### config.mk
export PLATFORM = sky130hd
export DESIGN_NAME = lsu_ctrl
export DESIGN_NICKNAME = d
export VERILOG_FILES = /design/src/rtl/lsu_pkg.sv /design/src/rtl/lsu_align.sv /design/src/rtl/lsu_ctrl.sv
export SDC_FILE = /design/constraint.sdc
export NUM_CORES = 1
export LEC_CHECK = 0
export ABC_CLOCK_PERIOD_IN_PS = 3600
export BUFFER_PORTS_ARGS = -buffer_cell sky130_fd_sc_hd__buf_2
export CAP_MARGIN = 20
export CORE_MARGIN = 10
export CORE_UTILIZATION = 35
export DETAILED_ROUTE_END_ITERATION = 8
export GPL_ROUTABILITY_DRIVEN = 0
export HOLD_SLACK_MARGIN = 0.06
export PLACE_DENSITY = 0.61
export REMOVE_ABC_BUFFERS = 1
export SYNTH_ARGS = -nofsm -noshare
export SYNTH_HDL_FRONTEND = slang
export SYNTH_SLANG_ARGS = --single-unit
### constraint.sdc
create_clock -name i_clk -period 3.6 [get_ports i_clk]
set_input_delay 0.18 -clock i_clk [delete_from_list [all_inputs] [get_ports i_clk]]
set_output_delay 0.18 -clock i_clk [all_outputs]
set_load 0.01 [all_outputs]
### src/rtl/lsu_pkg.sv
// rtl/lsu_pkg.sv - funct3 access codes and FSM state encoding shared by the load/store unit.
package lsu_pkg;

    localparam logic [2:0] F3_B  = 3'b000;
    localparam logic [2:0] F3_H  = 3'b001;
    localparam logic [2:0] F3_W  = 3'b010;
    localparam logic [2:0] F3_BU = 3'b100;
    localparam logic [2:0] F3_HU = 3'b101;

    typedef enum logic [1:0] {
        S_IDLE,
        S_ACCESS,
        S_MERGE,
        S_RESP
    } state_t;

    function automatic logic f3_legal(input logic [2:0] f);
        return (f == F3_B) || (f == F3_H) || (f == F3_W) || (f == F3_BU) || (f == F3_HU);
    endfunction

endpackage

### src/rtl/lsu_align.sv
// rtl/lsu_align.sv - load lane extract/extend and store lane merge for one memory word.
import lsu_pkg::*;

module lsu_align (
    input  logic [2:0]  funct3,
    input  logic [1:0]  off,
    input  logic [31:0] word,
    input  logic [15:0] store_lo,
    output logic [31:0] load_data,
    output logic [31:0] merge_data
);

    logic [31:0] shifted;
    logic [7:0]  byte_v;
    logic [15:0] half_v;

    // Halfword lane comes from off[1] only, so odd halfword offsets fold onto their lane.
    always_comb begin
        shifted = word >> {off, 3'b000};
        byte_v  = shifted[7:0];
        half_v  = off[1] ? word[31:16] : word[15:0];
        case (funct3)
            F3_B:    load_data = {{24{byte_v[7]}}, byte_v};
            F3_H:    load_data = {{16{half_v[15]}}, half_v};
            F3_W:    load_data = word;
            F3_BU:   load_data = {24'h0, byte_v};
            F3_HU:   load_data = {16'h0, half_v};
            default: load_data = 32'h0;
        endcase
    end

    always_comb begin
        merge_data = word;
        case (funct3[1:0])
            2'b00: merge_data[{off, 3'b000} +: 8] = store_lo[7:0];
            2'b01: begin
                if (off[1]) merge_data[31:16] = store_lo;
                else        merge_data[15:0]  = store_lo;
            end
            default: merge_data = word;
        endcase
    end

endmodule

### src/rtl/lsu_ctrl.sv
// rtl/lsu_ctrl.sv - load/store unit with RMW sub-word stores; LSU_MISALIGN_TRAP_EN enables misalignment trapping.
import lsu_pkg::*;

module lsu_ctrl #(
    parameter int ADDR_W = 32,
    parameter int DATA_W = 32
) (
    input  logic              i_clk,
    input  logic              i_rst,
    input  logic              i_req,
    output logic              o_ready,
    input  logic              i_we,
    input  logic [2:0]        i_funct3,
    input  logic [ADDR_W-1:0] i_addr,
    input  logic [DATA_W-1:0] i_wdata,
    output logic              o_valid,
    output logic [DATA_W-1:0] o_rdata,
    output logic              o_misaligned,
    output logic              o_mem_we,
    output logic [ADDR_W-1:0] o_mem_addr,
    output logic [DATA_W-1:0] o_mem_wdata,
    input  logic [DATA_W-1:0] i_mem_rdata
);

    state_t            state;
    logic [ADDR_W-1:0] addr_q;
    logic              we_q;
    logic [2:0]        funct3_q;
    logic [DATA_W-1:0] wdata_q;
    logic [DATA_W-1:0] merge_q;
    logic [DATA_W-1:0] rdata_q;
    logic [31:0]       load_data;
    logic [31:0]       merge_data;
    logic              trap;

    lsu_align u_align (
        .funct3     (funct3_q),
        .off        (addr_q[1:0]),
        .word       (i_mem_rdata),
        .store_lo   (wdata_q[15:0]),
        .load_data  (load_data),
        .merge_data (merge_data)
    );

`ifdef LSU_MISALIGN_TRAP_EN
    logic mis_q;

    assign trap = ((i_funct3[1:0] == 2'b01) && i_addr[0]) ||
                  ((i_funct3 == F3_W) && (i_addr[1:0] != 2'b00));
    assign o_misaligned = mis_q;

    always_ff @(posedge i_clk or posedge i_rst) begin
        if (i_rst)                          mis_q <= 1'b0;
        else if (state == S_IDLE && i_req)  mis_q <= trap;
    end
`else
    assign trap         = 1'b0;
    assign o_misaligned = 1'b0;
`endif

    always_ff @(posedge i_clk or posedge i_rst) begin
        if (i_rst) begin
            state    <= S_IDLE;
            addr_q   <= '0;
            we_q     <= 1'b0;
            funct3_q <= 3'b000;
            wdata_q  <= '0;
            merge_q  <= '0;
            rdata_q  <= '0;
        end else begin
            case (state)
                S_IDLE: begin
                    if (i_req) begin
                        addr_q   <= i_addr;
                        we_q     <= i_we;
                        funct3_q <= i_funct3;
                        wdata_q  <= i_wdata;
                        state    <= trap ? S_RESP : S_ACCESS;
                    end
                end
                S_ACCESS: begin
                    if (!f3_legal(funct3_q)) begin
                        rdata_q <= '0;
                        state   <= S_RESP;
                    end else if (!we_q) begin
                        rdata_q <= load_data;
                        state   <= S_RESP;
                    end else if (funct3_q == F3_W) begin
                        state <= S_RESP;
                    end else begin
                        merge_q <= merge_data;
                        state   <= S_MERGE;
                    end
                end
                S_MERGE: state <= S_RESP;
                S_RESP:  state <= S_IDLE;
                default: state <= S_IDLE;
            endcase
        end
    end

    // Write enable decodes from state alone so an async reset drops it immediately.
    assign o_mem_we    = ((state == S_ACCESS) && we_q && (funct3_q == F3_W)) || (state == S_MERGE);
    assign o_mem_addr  = {addr_q[ADDR_W-1:2], 2'b00};
    assign o_mem_wdata = (state == S_MERGE) ? merge_q : wdata_q;
    assign o_ready     = (state == S_IDLE);
    assign o_valid     = (state == S_RESP);
    assign o_rdata     = rdata_q;

endmodule

==> flow_summary.ini, run 1 <==
[clock_tree]
cts.path.max_buffers = 2
cts_setup_buffers = 0
cts_tree = yes
clkSinkCount = 134
cts_buffers = 17
cts-resized-gates = 0
ctsHoldBuffers = 83
root_buffer = clkbuf_16
cts_htree_levels = 4
clkLatencyLatePin_ps = 420
cts.clk_slew.worst_paths_ps = 60

[sta]
period_minus_slack_ps = 2560
maxSlewViolCount = 0
setup_viol = 0
hold_viol = 0
rsz0062_at_grt = no
relSlewSlack_pct = 34.5
final.setup.worst_slack_ps = 1040
worstMarginPinSlew_ps = 980
layout_worst_path_cycle_share_pct = 71.1
clock.fmax_ghz = 0.391
setup_tns_ps = 0
finClkSkew_ps = 9.32

[job]
cap_violations = 0

[placed_design]
place_inst = 1017
dp_hpwl_microns = 15600
port_buffers = 199
dp_slack_ps = 1130

[run_status]
status = completed

[synthesis]
synth_area_leaders = dfrtp_1 48%, mux2_2 18%, buf_4 3.9%, a22oi_1 3.3%, nand2_1 2.8%
synthFlopType = dfrtp_1
synth_enable_flop_cells = 0
postSynthCellCount = 622
ys_types = 54
ys_async_sr_fraction_pct = 100
yosysSeqAreaShare_pct = 48.3
synth_top_cell_by_area = dfrtp_1
ys_ff_latch = 134
avgSynthCellArea_sq_um = 11.2
yosysTopAreaCellShare_pct = 48.3
synth_area_sq_um = 6950
yosysWarnings = 0

[global_routing]
overflow = 0
antenna_found_initial = 1
grt_usage_pct = 17.2
grt_pass1_vias = 6157
grt_max_degree = 91
grt_pass1_wl_microns = 35600

[detailed_routing]
post_drt_wl_per_cell_microns = 20.0
drc_errors = 0
viasPerCell = 5.21
ant_nets = 0
drt-total-wl_microns = 22700
dr.first_iter.drc_count = 508
vias = 5892
dr.pass1.iters = 5

[power_and_ir_drop]
p_sw_share_pct = 38.0
power.leakage_nw = 4.43
p_switching_w = 0.00324
powerDensity_nw_per_um2 = 907
p_int_w = 0.00528
p_clk_share_pct = 23.6
comb_power_share_pct = 43.2
ir_drop_v = 0.000700
seqPwrFrac_pct = 33.2

[floorplan]
die_x_microns = 161
initial_core_util_pct = 35.6
dieArea_sq_um = 25900
pin_count = 203
core_sq_um = 19500
num_rows = 51
dieHeight_microns = 161

[setup_path]
reg2reg_slack_ps = 1040
cp-end-kind = register
cp_data_arrival_time_ps = 2910
cp.required_ps = 3950
slowest_delay_ps = 840
cp-start-kind = register
path_max_fanout = 27
cp_cell_sequence = nor3b_2, and3_1, a22oi_1, nand2_1
path_class = reg2reg
cp_slowest_cell = dfrtp_1

[finish]
nets = 966
instances_no_fill = 1131
utilization_pct = 48.1
drive_gt1_share_pct = 41.5
areaGrowthSynthToFinish_pct = 35.2
nFillCells = 1802
n_antenna_cell = 0

[hold_path]
hp-class = in2reg
[metal layers]
layer / global-route usage [%] / share of wire, %
met2: 28.8 / 49
met3: 4.78 / 6.7
met1: 20.9 / 42
met5: 0 / 0.031
met4: 5.71 / 2.0
[final timing paths]
| path | start | end | depth (start not counted) |
|---|---|---|---|
| max | funct3_q[1]$_DFFE_PP0P_ | o_rdata[30]$_DFFE_PP0P_ | 4 |
| min | i_mem_rdata[18] | o_rdata[18]$_DFFE_PP0P_ | 3 |
| max reg2reg | funct3_q[1]$_DFFE_PP0P_ | o_rdata[30]$_DFFE_PP0P_ | 4 |
| min reg2reg | o_rdata[14]$_DFFE_PP0P_ | o_rdata[14]$_DFFE_PP0P_ | 1 |
| max in group asynchronous | i_rst | wdata_q[4]$_DFFE_PP0P_ | 4 |
| min in group asynchronous | i_rst | wdata_q[14]$_DFFE_PP0P_ | 3 |
[placed cells by master (no fill, tap or decap), types with 9 or more instances in the layout]
cell type,instances
a21oi_1,23
a22o_1,15
a22oi_1,31
a31oi_1,18
buf_2,199
clkbuf_16,17
dfrtp_1,134
dlygate4sd3_1,83
ha_1,9
mux2_2,108
nand2_1,51
nand3_1,22
nor2_1,21
o21ai_0,25
o21ai_1,9
[critical path, delay by kind of cell (launching register included)]
kind	cells	cell delay, ps
and+or+nand+nor	3	1500
AOI/OAI and AO/OA	1	140
DFF	1	840
[cells in the mapped netlist (5+ instances only)]
library cell,instances
a22oi_1,31
nor2b_1,5
a21oi_1,23
ha_1,9
a221o_1,7
nand3_1,22
a221oi_1,6
o21ai_1,9
mux2_2,108
buf_4,36
a21o_1,8
clkbuf_1,17
dfrtp_1,134
inv_1,6
nor2_1,21
nand2_1,52
buf_2,19
a31oi_1,18
o21ai_0,25
a222oi_1,8
a22o_1,15
[registers in the layout (all words and copies together), names as in the netlist]
signal,cells
o_rdata,32
merge_q,32
wdata_q,32
state,2
addr_q,32
we_q,1
funct3_q,3
[power by group through the flow]
stage | combinational, W | sequential [W] | clock (W)
2_1_floorplan | 0.00227 | 0.00280 | 0
5_1_grt | 0.00405 | 0.00293 | 0.00211
6_report | 0.00368 | 0.00283 | 0.00201
3_3_place_gp | 0.00359 | 0.00281 | 0
3_5_place_dp | 0.00363 | 0.00284 | 0
4_1_cts | 0.00372 | 0.00281 | 0.00205
[final cells by class]
type | count | area (sq um) | share of cell area (%)
clock buffer | 19 | 453 | 4.82
sequential | 134 | 3350 | 35.7
clock inverter | 12 | 223 | 2.37
timing repair buffer | 289 | 1880 | 20.0
inverter | 7 | 31.3 | 0.333
tap | 265 | 332 | 3.53
multi-input combinational | 405 | 3120 | 33.2
[kinds of logic after synthesis]
kind of cell / share of synthesized area, %
buffers and inverters: 7.00
AOI/OAI and AO/OA: 16.2
other: 0.0540
adders and majority gates: 1.62
and+or+nand+nor: 8.79
muxes: 18.1
DFF: 48.3
[through the flow]
stage               instance area, sq um  hold WS (ps)  total power [W]
floorplan                           6490           309          0.00507
detailed placement                  7890           415          0.00647
global placement                    7880           412          0.00640
global route                        9390          84.1          0.00909
CTS                                 9390          60.7          0.00859
finish                              9390          79.0          0.00852
Note: power is estimated with default switching activity, not from simulation.
==> inputs of run 2 (changes only) <==
--- a/config.mk
+++ b/config.mk
@@ -5,7 +5,7 @@
 export SDC_FILE = /design/constraint.sdc
 export NUM_CORES = 1
 export LEC_CHECK = 0
-export ABC_CLOCK_PERIOD_IN_PS = 3600
+export ABC_CLOCK_PERIOD_IN_PS = 2100
 export BUFFER_PORTS_ARGS = -buffer_cell sky130_fd_sc_hd__buf_2
 export CAP_MARGIN = 20
 export CORE_MARGIN = 10
==> constraint.sdc (replaced) <==
create_clock -name i_clk -period 2.1 [get_ports i_clk]
set_input_delay 0.105 -clock i_clk [delete_from_list [all_inputs] [get_ports i_clk]]
set_output_delay 0.105 -clock i_clk [all_outputs]
set_load 0.01 [all_outputs]
==> run 2 against run 1 <==
- hold slack better by 26 ps
- final cell count up 3.1%
- setup slack worse by 970 ps
- largest power group unchanged
- sequential share of layout area down 1.2 points
- critical path depth up 1
- cell area up 3.4%
- clock skew up 4.0 ps
- non-clock buffer count up 33
- register-to-register slack worse by 940 ps
- sequential power up 66%
- wire length up 3.3%
- core utilization up 1.6 points
==> flow_summary.ini, run 2 (synthesis gave the netlist of run 1 again) <==
[clock_tree]
clkSinkCount = 134
cts_setup_buffers = 0
root_buffer = clkbuf_16
cts_buffers = 17
clkLatencyLatePin_ps = 420
cts_htree_levels = 4
cts_tree = yes
cts.path.max_buffers = 2
cts.clk_slew.worst_paths_ps = 60

[setup_path]
cp_cell_sequence = inv_1, ha_4, buf_12, mux2_2, buf_2
crit_cells = 5
r2r_end = o_rdata[26]$_DFFE_PP0P_
rr_worst_depth = 4
critical_path.endpoint = o_mem_wdata[7]
reg2reg_slack_ps = 100
worstPathBufferInverterCount = 3
crit_start = state[0]$_DFFE_PP0P_
path_max_fanout = 17
path_class = reg2out
cp-end-kind = primary output
slowest_delay_ps = 410
cp.required_ps = 2000
cp_data_arrival_time_ps = 1930
r2r_start = addr_q[1]$_DFFE_PP0P_
path_delay_family = buffers and inverters
cp-start-kind = register
cp_slowest_cell = dfrtp_1

[detailed_routing]
dr.pass1.iters = 8
drt-total-wl_microns = 23400
viasPerCell = 5.17
dr.first_iter.drc_count = 571
vias = 6025
ant_nets = 0
drc_errors = 0
post_drt_wl_per_cell_microns = 20.1

[finish]
areaGrowthSynthToFinish_pct = 39.8
finish.instance_area_sq_um = 9710
final_common_cell = buf_2
final_cell_mix = 199 x buf_2, 134 x dfrtp_1, 108 x mux2_2
instances_no_fill = 1166
drive_gt1_share_pct = 42.7
nets = 999
nFillCells = 1766

[sta]
clock.fmax_ghz = 0.491
finClkSkew_ps = 13.3
setup_viol = 0
whs_ps = 105
setup_tns_ps = 0
period_minus_slack_ps = 2040
relSlewSlack_pct = 48.3
rsz0062_at_grt = no
maxSlewViolCount = 0
worstMarginPinSlew_ps = 774
layout_worst_path_cycle_share_pct = 96.9
hold_viol = 0
final.setup.worst_slack_ps = 64.7

[floorplan]
die_x_microns = 161
dieHeight_microns = 161
num_rows = 51
initial_core_util_pct = 35.6
core_sq_um = 19500
dieArea_sq_um = 25900
pin_count = 203

[power_and_ir_drop]
power.leakage_nw = 4.60
powerDensity_nw_per_um2 = 1530
ir_drop_v = 0.000807

[placed_design]
dp_hpwl_microns = 16300
dp_slack_ps = 137
place_inst = 1038
place_area_sq_um = 8100
port_buffers = 199

[hold_path]
hp-start = i_mem_rdata[13]
hp-class = in2reg

[global_routing]
grt_pass1_vias = 6273
grt_usage_pct = 17.7
overflow = 0
antenna_found_initial = 0
grt_max_degree = 58
grt_pass1_wl_microns = 36600

[run_status]
status = completed

[job]
cap_violations = 0
==> run 2: routing by layer <==
layer,GRT usage [%],vias to the layer above,part of all wire (%)
li1,-,2802,-
met1,22.4,2958,43
met2,29.3,231,49
met3,4.93,34,6.4
met4,4.43,0,1.6
met5,0,-,0
==> run 2: tightest hold or removal path: stages <==
cell      delay [ps]
buf_2            150
a222oi_1          90
o21ai_0          140
==> run 2: how the worst min path moves through the flow <==
| stage | end | cells after the start | slack, ps |
|---|---|---|---|
| 2_1_floorplan | merge_q[25]$_DFFE_PP0P_ | 2 | 230 |
| 3_3_place_gp | wdata_q[23]$_DFFE_PP0P_ | 2 | 150 |
| 3_5_place_dp | wdata_q[23]$_DFFE_PP0P_ | 2 | 150 |
| 4_1_cts | merge_q[13]$_DFFE_PP0P_ | 3 | 90 |
| 5_1_grt | merge_q[15]$_DFFE_PP0P_ | 3 | 110 |
| 6_report | merge_q[13]$_DFFE_PP0P_ | 3 | 110 |
==> run 2: layout make-up <==
type                    count  area (sq um)  share of cell area (%)
clock buffers              20           457                    4.70
multi-input cells         405          3140                    32.3
clock inverters            12           176                    1.82
diodes                      1          2.50                  0.0258
flip-flops and latches    134          3350                    34.5
well taps                 265           332                    3.41
inverters                   7          31.3                   0.322
repair buffers            322          2220                    22.9
==> run 2: through the flow <==
step,util (%),total power [W]
finish,49.8,0.0149
global route,49.7,0.0159
CTS,49.5,0.0148
detailed placement,41.5,0.0114
global placement,41.5,0.0113
floorplan,-,0.00869
==> run 2: what timing repair did <==
| item | 4_1_cts | 5_1_grt |
|---|---|---|
| hold buffers | 94 | 0 |
| hold endpoints to repair | 156 | 0 |
| setup endpoints to repair | 0 | 27 |
| resized for setup | 0 | 4 |
==> run 2: report_power, final <==
group | internal, W | switching, W | total (W)
clock network | 0.00205 | 0.00116 | 0.00321
logic | 0.00334 | 0.00361 | 0.00696
registers | 0.00377 | 0.000927 | 0.00470
total | 0.00917 | 0.00570 | 0.0149
